### src/rtl/rt_pkg.sv
// Shared types and constants for the multi-channel reaction timer.
//   state_e   : round controller states
//   status_e  : per-channel result codes (NONE/VALID/EARLY/TIMEOUT)
//   LFSR_TAPS : Galois tap mask for x^16+x^14+x^13+x^11+1 (right-shifting form)
//   lfsr_next : one Galois LFSR step
package rt_pkg;

  typedef enum logic [1:0] {
    ST_IDLE       = 2'd0,
    ST_WAIT_DELAY = 2'd1,
    ST_TIMING     = 2'd2,
    ST_DONE       = 2'd3
  } state_e;

  typedef enum logic [1:0] {
    STAT_NONE    = 2'd0,
    STAT_VALID   = 2'd1,
    STAT_EARLY   = 2'd2,
    STAT_TIMEOUT = 2'd3
  } status_e;

  localparam logic [15:0] LFSR_TAPS = 16'hB400;

  // Shift right; feed the outgoing bit back into the tap positions.
  function automatic logic [15:0] lfsr_next(input logic [15:0] v);
    return {1'b0, v[15:1]} ^ (v[0] ? LFSR_TAPS : 16'h0000);
  endfunction

endpackage

### src/rtl/ms_tick_gen.sv
// Millisecond tick divider.
//   clk       : system clock
//   reset     : asynchronous, active-high
//   restart_i : synchronous restart, counter returns to 0 next clk
//   tick_c    : one-clk pulse every DIV clk (combinational from the counter)
module ms_tick_gen #(
  parameter int unsigned DIV = 100000
) (
  input  logic clk,
  input  logic reset,
  input  logic restart_i,
  output logic tick_c
);

  localparam int unsigned CW = (DIV > 1) ? $clog2(DIV) : 1;

  logic [CW-1:0] cnt_q, cnt_d;

  assign tick_c = (cnt_q == CW'(DIV - 1));

  // Free-running modulo-DIV count, restartable from the controller.
  always_comb begin
    cnt_d = cnt_q + CW'(1);
    if (restart_i || tick_c) cnt_d = '0;
  end

  always_ff @(posedge clk or posedge reset) begin
    if (reset) cnt_q <= '0;
    else       cnt_q <= cnt_d;
  end

endmodule

### src/rtl/multi_reaction_timer.sv
// Multi-player reaction timer: after a random delay the go LED lights and each
// channel's stop press is timed in ms; reports per-channel results and winner.
//   clk, reset      : clock; asynchronous active-high reset
//   start           : round start button (asynchronous input)
//   stop[N_CH]      : per-channel stop buttons (asynchronous inputs)
//   clear           : synchronous return to IDLE, results zeroed
//   led             : go indicator
//   res_ms          : channel i time at [i*TW +: TW]
//   status          : channel i code at [2*i +: 2] (rt_pkg::status_e)
//   winner          : lowest index among the fastest VALID channels
//   winner_vld      : winner meaningful (DONE with at least one VALID)
//   done            : round finished
// Optional: define BEST_TIME_EN to add best_ms, the best VALID time seen since
// reset (all-ones until the first VALID round; unaffected by clear).
module multi_reaction_timer
  import rt_pkg::*;
#(
  parameter int unsigned CLK_HZ       = 100000000,
  parameter int unsigned N_CH         = 2,
  parameter int unsigned TIMEOUT_MS   = 1000,
  parameter int unsigned DELAY_MIN_MS = 1000,
  parameter int unsigned DELAY_BITS   = 11,
  parameter logic [15:0] LFSR_SEED    = 16'hACE1,
  localparam int unsigned TW = $clog2(TIMEOUT_MS + 1),
  localparam int unsigned WW = (N_CH > 1) ? $clog2(N_CH) : 1
) (
  input  logic              clk,
  input  logic              reset,
  input  logic              start,
  input  logic [N_CH-1:0]   stop,
  input  logic              clear,
  output logic              led,
  output logic [N_CH*TW-1:0] res_ms,
  output logic [2*N_CH-1:0] status,
  output logic [WW-1:0]     winner,
  output logic              winner_vld,
`ifdef BEST_TIME_EN
  output logic [TW-1:0]     best_ms,
`endif
  output logic              done
);

  localparam int unsigned DIV = CLK_HZ / 1000;
  localparam int unsigned DW  = $clog2(DELAY_MIN_MS + (1 << DELAY_BITS));
  localparam int unsigned NS  = N_CH + 1;

  // Button synchronisers and rising-edge detect; event lands 3 clk after input.
  logic [NS-1:0] sync1_q, sync2_q, sync3_q, ev_q;
  logic          ev_start;
  logic [N_CH-1:0] ev_stop;

  always_ff @(posedge clk or posedge reset) begin
    if (reset) begin
      sync1_q <= '0;
      sync2_q <= '0;
      sync3_q <= '0;
      ev_q    <= '0;
    end else begin
      sync1_q <= {stop, start};
      sync2_q <= sync1_q;
      sync3_q <= sync2_q;
      ev_q    <= sync2_q & ~sync3_q;
    end
  end

  assign ev_start = ev_q[0];
  assign ev_stop  = ev_q[NS-1:1];

  // Random delay source, free running.
  logic [15:0] lfsr_q;

  always_ff @(posedge clk or posedge reset) begin
    if (reset) lfsr_q <= LFSR_SEED;
    else       lfsr_q <= lfsr_next(lfsr_q);
  end

  // Controller state, counters, results and registered outputs.
  state_e          state_q, state_d;
  logic [DW-1:0]   dly_q, dly_d, dly_load;
  logic [TW-1:0]   ms_q, ms_d;
  status_e         stat_q [N_CH];
  status_e         stat_d [N_CH];
  logic [TW-1:0]   res_q  [N_CH];
  logic [TW-1:0]   res_d  [N_CH];
  logic            led_q, led_d, done_q, done_d, wvld_q, wvld_d;
  logic [WW-1:0]   win_q, win_d, win_idx;
  logic [TW-1:0]   win_t;
  logic            found, all_early, none_left;
  logic            tick, restart;

  assign dly_load = DW'(DELAY_MIN_MS) + DW'(lfsr_q[DELAY_BITS-1:0]);
  assign restart  = (state_d != state_q);

  ms_tick_gen #(.DIV(DIV)) u_tick (
    .clk      (clk),
    .reset    (reset),
    .restart_i(restart),
    .tick_c   (tick)
  );

  // Next-state and next-output logic.
  always_comb begin
    state_d   = state_q;
    dly_d     = dly_q;
    ms_d      = ms_q;
    stat_d    = stat_q;
    res_d     = res_q;
    all_early = 1'b0;
    none_left = 1'b0;
    found     = 1'b0;
    win_idx   = '0;
    win_t     = '0;

    case (state_q)
      ST_IDLE, ST_DONE: begin
        if (ev_start) begin
          for (int i = 0; i < N_CH; i++) begin
            stat_d[i] = STAT_NONE;
            res_d[i]  = '0;
          end
          dly_d   = dly_load;
          ms_d    = '0;
          state_d = ST_WAIT_DELAY;
        end
      end

      ST_WAIT_DELAY: begin
        all_early = 1'b1;
        for (int i = 0; i < N_CH; i++) begin
          if (ev_stop[i] && stat_q[i] == STAT_NONE) begin
            stat_d[i] = STAT_EARLY;
            res_d[i]  = '0;
          end
          if (stat_d[i] != STAT_EARLY) all_early = 1'b0;
        end
        if (all_early) begin
          state_d = ST_DONE;
        end else if (tick) begin
          // A load of 0 or 1 both expire on the first tick.
          if (dly_q <= DW'(1)) begin
            dly_d   = '0;
            ms_d    = '0;
            state_d = ST_TIMING;
          end else begin
            dly_d = dly_q - DW'(1);
          end
        end
      end

      ST_TIMING: begin
        none_left = 1'b1;
        for (int i = 0; i < N_CH; i++) begin
          // Capture the pre-increment count, so a stop on the timeout tick wins.
          if (ev_stop[i] && stat_q[i] == STAT_NONE) begin
            stat_d[i] = STAT_VALID;
            res_d[i]  = ms_q;
          end
          if (stat_d[i] == STAT_NONE) none_left = 1'b0;
        end
        if (tick) ms_d = ms_q + TW'(1);
        if (none_left) begin
          state_d = ST_DONE;
        end else if (tick && ms_q == TW'(TIMEOUT_MS - 1)) begin
          for (int i = 0; i < N_CH; i++) begin
            if (stat_d[i] == STAT_NONE) begin
              stat_d[i] = STAT_TIMEOUT;
              res_d[i]  = TW'(TIMEOUT_MS);
            end
          end
          state_d = ST_DONE;
        end
      end

      default: state_d = ST_IDLE;
    endcase

    // clear overrides every event in the same cycle.
    if (clear) begin
      state_d = ST_IDLE;
      dly_d   = '0;
      ms_d    = '0;
      for (int i = 0; i < N_CH; i++) begin
        stat_d[i] = STAT_NONE;
        res_d[i]  = '0;
      end
    end

    // Fastest VALID channel; strict compare keeps the lowest index on ties.
    for (int i = 0; i < N_CH; i++) begin
      if (stat_d[i] == STAT_VALID && (!found || res_d[i] < win_t)) begin
        found   = 1'b1;
        win_t   = res_d[i];
        win_idx = WW'(i);
      end
    end

    led_d  = (state_d == ST_TIMING);
    done_d = (state_d == ST_DONE);
    wvld_d = done_d && found;
    win_d  = wvld_d ? win_idx : '0;
  end

  always_ff @(posedge clk or posedge reset) begin
    if (reset) begin
      state_q <= ST_IDLE;
      dly_q   <= '0;
      ms_q    <= '0;
      led_q   <= 1'b0;
      done_q  <= 1'b0;
      wvld_q  <= 1'b0;
      win_q   <= '0;
      for (int i = 0; i < N_CH; i++) begin
        stat_q[i] <= STAT_NONE;
        res_q[i]  <= '0;
      end
    end else begin
      state_q <= state_d;
      dly_q   <= dly_d;
      ms_q    <= ms_d;
      led_q   <= led_d;
      done_q  <= done_d;
      wvld_q  <= wvld_d;
      win_q   <= win_d;
      stat_q  <= stat_d;
      res_q   <= res_d;
    end
  end

  for (genvar g = 0; g < N_CH; g++) begin : g_out
    assign res_ms[g*TW +: TW] = res_q[g];
    assign status[2*g +: 2]   = stat_q[g];
  end

  assign led        = led_q;
  assign done       = done_q;
  assign winner     = win_q;
  assign winner_vld = wvld_q;

`ifdef BEST_TIME_EN
  // Running best over all rounds, folded in as DONE is entered.
  logic [TW-1:0] best_q, best_d;

  always_comb begin
    best_d = best_q;
    if (state_d == ST_DONE && state_q != ST_DONE) begin
      for (int i = 0; i < N_CH; i++) begin
        if (stat_d[i] == STAT_VALID && res_d[i] < best_d) best_d = res_d[i];
      end
    end
  end

  always_ff @(posedge clk or posedge reset) begin
    if (reset) best_q <= '1;
    else       best_q <= best_d;
  end

  assign best_ms = best_q;
`endif

endmodule

### config.mk
export PLATFORM = sky130hd
export DESIGN_NAME = multi_reaction_timer
export DESIGN_NICKNAME = d
export VERILOG_FILES = /design/src/rtl/rt_pkg.sv /design/src/rtl/ms_tick_gen.sv /design/src/rtl/multi_reaction_timer.sv
export SDC_FILE = /design/constraint.sdc
export NUM_CORES = 1
export LEC_CHECK = 0
export ABC_CLOCK_PERIOD_IN_PS = 4300
export BUFFER_PORTS_ARGS = -buffer_cell sky130_fd_sc_hd__buf_4
export CORE_MARGIN = 2
export CORE_UTILIZATION = 38
export CTS_BUF_LIST = sky130_fd_sc_hd__clkbuf_8 sky130_fd_sc_hd__clkbuf_16
export DETAILED_ROUTE_END_ITERATION = 16
export PLACE_DENSITY = 0.52
export SYNTH_ARGS = -nofsm -noshare
export SYNTH_HDL_FRONTEND = slang
export SYNTH_HIERARCHICAL = 1
export SYNTH_SLANG_ARGS = --single-unit
### constraint.sdc
create_clock -name clk -period 4.3 [get_ports clk]
set_input_delay 1.29 -clock clk [delete_from_list [all_inputs] [get_ports clk]]
set_output_delay 1.29 -clock clk [all_outputs]
set_load 0.02 [all_outputs]
==> flow_metrics.py <==
metrics = {
    "yosys": {
        "synthTopCellsByArea": "dfrtp_1, o21ai_0, nor2_1, ha_1, dfstp_2",
        "syn_inst": 535,
        "synth_area_per_cell_sq_um": 9.83,
        "synth_edf_count": 0,
        "synth_top_area_frac": 0.423,
        "synthesis.nets": 558,
        "ys.flop_type": "dfrtp_1",
        "yosysTopAreaCell": "dfrtp_1",
        "synth_seq_cells": 97,
        "synth_area_sq_um": 5260,
        "ys.warnings.count": 6,
        "yosysUniqueCellTypes": 69,
        "yosys-top-cells-count": "dfrtp_1, nor2_1, o21ai_0",
        "yosysMostFrequentCell": "dfrtp_1",
        "synth-async-reset-ratio": 1.00,
        "ys_seq_area_frac": 0.463,
    },
    "global_routing": {
        "met3_usage": 0.0309,
        "grt_pass1_vias": 4191,
        "overflow": 0,
        "gr-usage-met2": 0.289,
        "grt_max_degree": 31,
        "grt-busiest-layer": "met2",
        "antenna_found_initial": 0,
        "grt_pass1_wl_mm": 21.5,
        "gr-usage-met1": 0.261,
        "gr-usage-all-layers": 0.186,
    },
    "detailed_routing": {
        "via_count": 4162,
        "wl_per_cell_um": 17.0,
        "vias_per_cell": 5.54,
        "dr.pass1.iters": 4,
        "first_iter_violations": 254,
        "drc": 0,
        "ant_nets": 0,
        "wirelength_mm": 12.7,
    },
    "sta": {
        "final_max_slew_viol_count": 0,
        "period_share": 0.922,
        "fmax_mhz": 252,
        "setup_viol": 0,
        "hold_violations": 0,
        "tightest_slew_ps": 811,
        "setup-tns-final_ps": 0,
        "finalWorstPathRequiredPeriod_ps": 3960,
        "slew-limit-headroom": 0.455,
        "holdWs_ps": 352,
        "clock_skew_ps": 11.2,
        "rsz0062_at_grt": "no",
    },
    "placed_design": {
        "port_buffers": 33,
        "place_congestion": 0.886,
        "dp_cells": 735,
        "placed_area_sq_um": 5730,
        "post-dp-hpwl_mm": 9.18,
    },
    "pwr": {
        "seq_power_share": 0.421,
        "switching_share": 0.355,
        "switching_power_mw": 0.906,
        "p_comb_frac": 0.263,
        "powerDensity_nw_per_um2": 422,
        "power.leakage_nw": 2.68,
        "p_int_mw": 1.64,
        "peakVddDrop_uv": 208,
        "clkPwrFrac": 0.315,
    },
    "critical_path": {
        "path_delay_family": "simple AND/OR/NAND/NOR gates",
        "cp.arrival_ps": 4240,
        "crit_type": "flip-flop to flip-flop",
        "worst_setup_path_start_kind": "flip-flop",
        "end_kind": "flip-flop",
        "path_buf_inv": 1,
        "path_cells": "nor4b_2, nand3b_1, nor3_2, buf_4, nand4bb_4, or3_4, nor2_1, a31o_2, and2_4, nand2_1, ha_1, a21o_1, a211oi_1, o21ai_0, o2111ai_1, o211ai_2, a211oi_2",
        "critPathSlowestCell": "dfrtp_1",
        "slowest_delay_ps": 430,
        "crit_path_max_fanout": 10,
        "cp_data_required_time_ps": 4580,
    },
    "final_layout": {
        "stdcell_area_sq_um": 6030,
        "seq_area_sq_um": 2440,
        "syn_to_final_growth_pct": 14.7,
        "instances_no_fill": 751,
        "nets": 593,
        "fillers": 1316,
        "multi_input_area_sq_um": 2610,
        "drive_above_1_share": 0.183,
        "diodes": 0,
    },
    "clock_network": {
        "clk_latency_ps": 360,
        "clock_sinks": 97,
        "clk_pin_slew_ps": 80,
        "cts-root-buf": "clkbuf_16",
        "tritoncts": "done",
        "htreeDepth": 3,
        "clock_path_buffers": 2,
        "cts_hold_buf": 0,
        "cts_buffers": 9,
    },
    "floorplanning": {
        "chipHeight_um": 122,
        "rows": 42,
        "die_w_um": 122,
        "coreArea_sq_um": 13400,
        "initial_core_util": 0.393,
        "num_io_pins": 34,
        "die_area_sq_um": 14800,
    },
    "outcome": {
        "status": "complete, no violations",
    },
    "run": {
        "drv_cap": 0,
    },
    "worst_hold_path": {
        "holdCritPathClass": "flip-flop to flip-flop",
    },
}
-- power by group through the flow --
| stage | logic (mW) | clock network, mW | registers [mW] |
|---|---|---|---|
| floorplan | 0.498 | 0 | 1.07 |
| global placement | 0.662 | 0 | 1.09 |
| detailed placement | 0.666 | 0 | 1.09 |
| CTS | 0.669 | 0.824 | 1.07 |
| global route | 0.759 | 0.862 | 1.09 |
| finish | 0.672 | 0.804 | 1.07 |
-- layout make-up --
type,count,share of cell area
Multi-Input combinational cell,389,0.433
Sequential cell,97,0.404
Timing Repair Buffer,52,0.0647
Clock buffer,9,0.0373
Tap cell,176,0.0365
Inverter,21,0.0133
Clock inverter,7,0.0114
-- logic make-up after synthesis --
kind of cell	count (synthesis)	share of synthesized area
buffers and inverters	49	0.0428
flip-flops	97	0.463
AO/OA/AOI/OAI	158	0.215
multiplexers	2	0.00404
XOR/XNOR	22	0.0366
adder cells (fa/ha/maj)	17	0.0404
AND/OR/NAND/NOR	190	0.198
-- what timing repair did --
| action | CTS | global route |
|---|---|---|
| buffers inserted | 0 | 0 |
| endpoints found under the hold margin | 0 | 0 |
| endpoints found under the setup margin | 0 | 1 |
| resized for setup | 0 | 3 |
-- cells in the final DEF, fill, tap and decap left out, types with 6 or more instances in the layout --
master,instances
clkbuf_16,9
nor3b_1,8
nor2b_1,9
nand3_1,16
nand2b_1,8
o31ai_1,7
nand4_1,9
dfrtp_1,89
nor3_1,10
dfstp_2,8
nand2_1,31
nor4_1,7
buf_4,52
ha_1,16
o21ai_0,43
or3_1,6
xnor2_1,12
inv_1,20
xor2_1,10
a21oi_1,23
a211oi_1,7
a22oi_1,20
nor2_1,57
a21o_1,15
-- sequential cells by signal, summed over array words and instances (netlist names) --
signal        flops
res_ms           20
u_tick/cnt_q     17
lfsr_q           16
dly_q            12
ms_q             10
status            4
ev_q              3
sync1_q           3
sync2_q           3
sync3_q           3
state_q           2
done              1
led               1
winner            1
winner_vld        1
-- path summary, 6_finish.rpt --
| path | from | end | slack, ps | cells past startpoint |
|---|---|---|---|---|
| setup / recovery | u_tick/cnt_q[13] | winner | 340 | 17 |
| hold / removal | sync1_q[2] | sync2_q[2] | 350 | 0 |
| setup reg to reg | u_tick/cnt_q[13] | winner | 340 | 17 |
| hold reg to reg | sync1_q[2] | sync2_q[2] | 350 | 0 |
| max in group asynchronous | reset | res_ms[14] | 2580 | 3 |
| min in group asynchronous | reset | dly_q[6] | 960 | 2 |
-- layer usage --
metal | routed length [um] | share of wire | vias to the layer above
met3 | 504 | 0.040 | 13
met5 | 0 | 0 | -
li1 | - | - | 2023
met4 | 190 | 0.015 | 0
met1 | 6100 | 0.48 | 2041
met2 | 5960 | 0.47 | 85
-- metrics by stage --
step	setup WS [ps]	power, mW	util
2_1_floorplan	394	1.57	-
3_3_place_gp	373	1.75	0.427
3_5_place_dp	250	1.76	0.427
4_1_cts	233	2.57	0.449
5_1_grt	3.53	2.71	0.450
6_report	336	2.55	0.450
(Power assumes the default switching activity.)
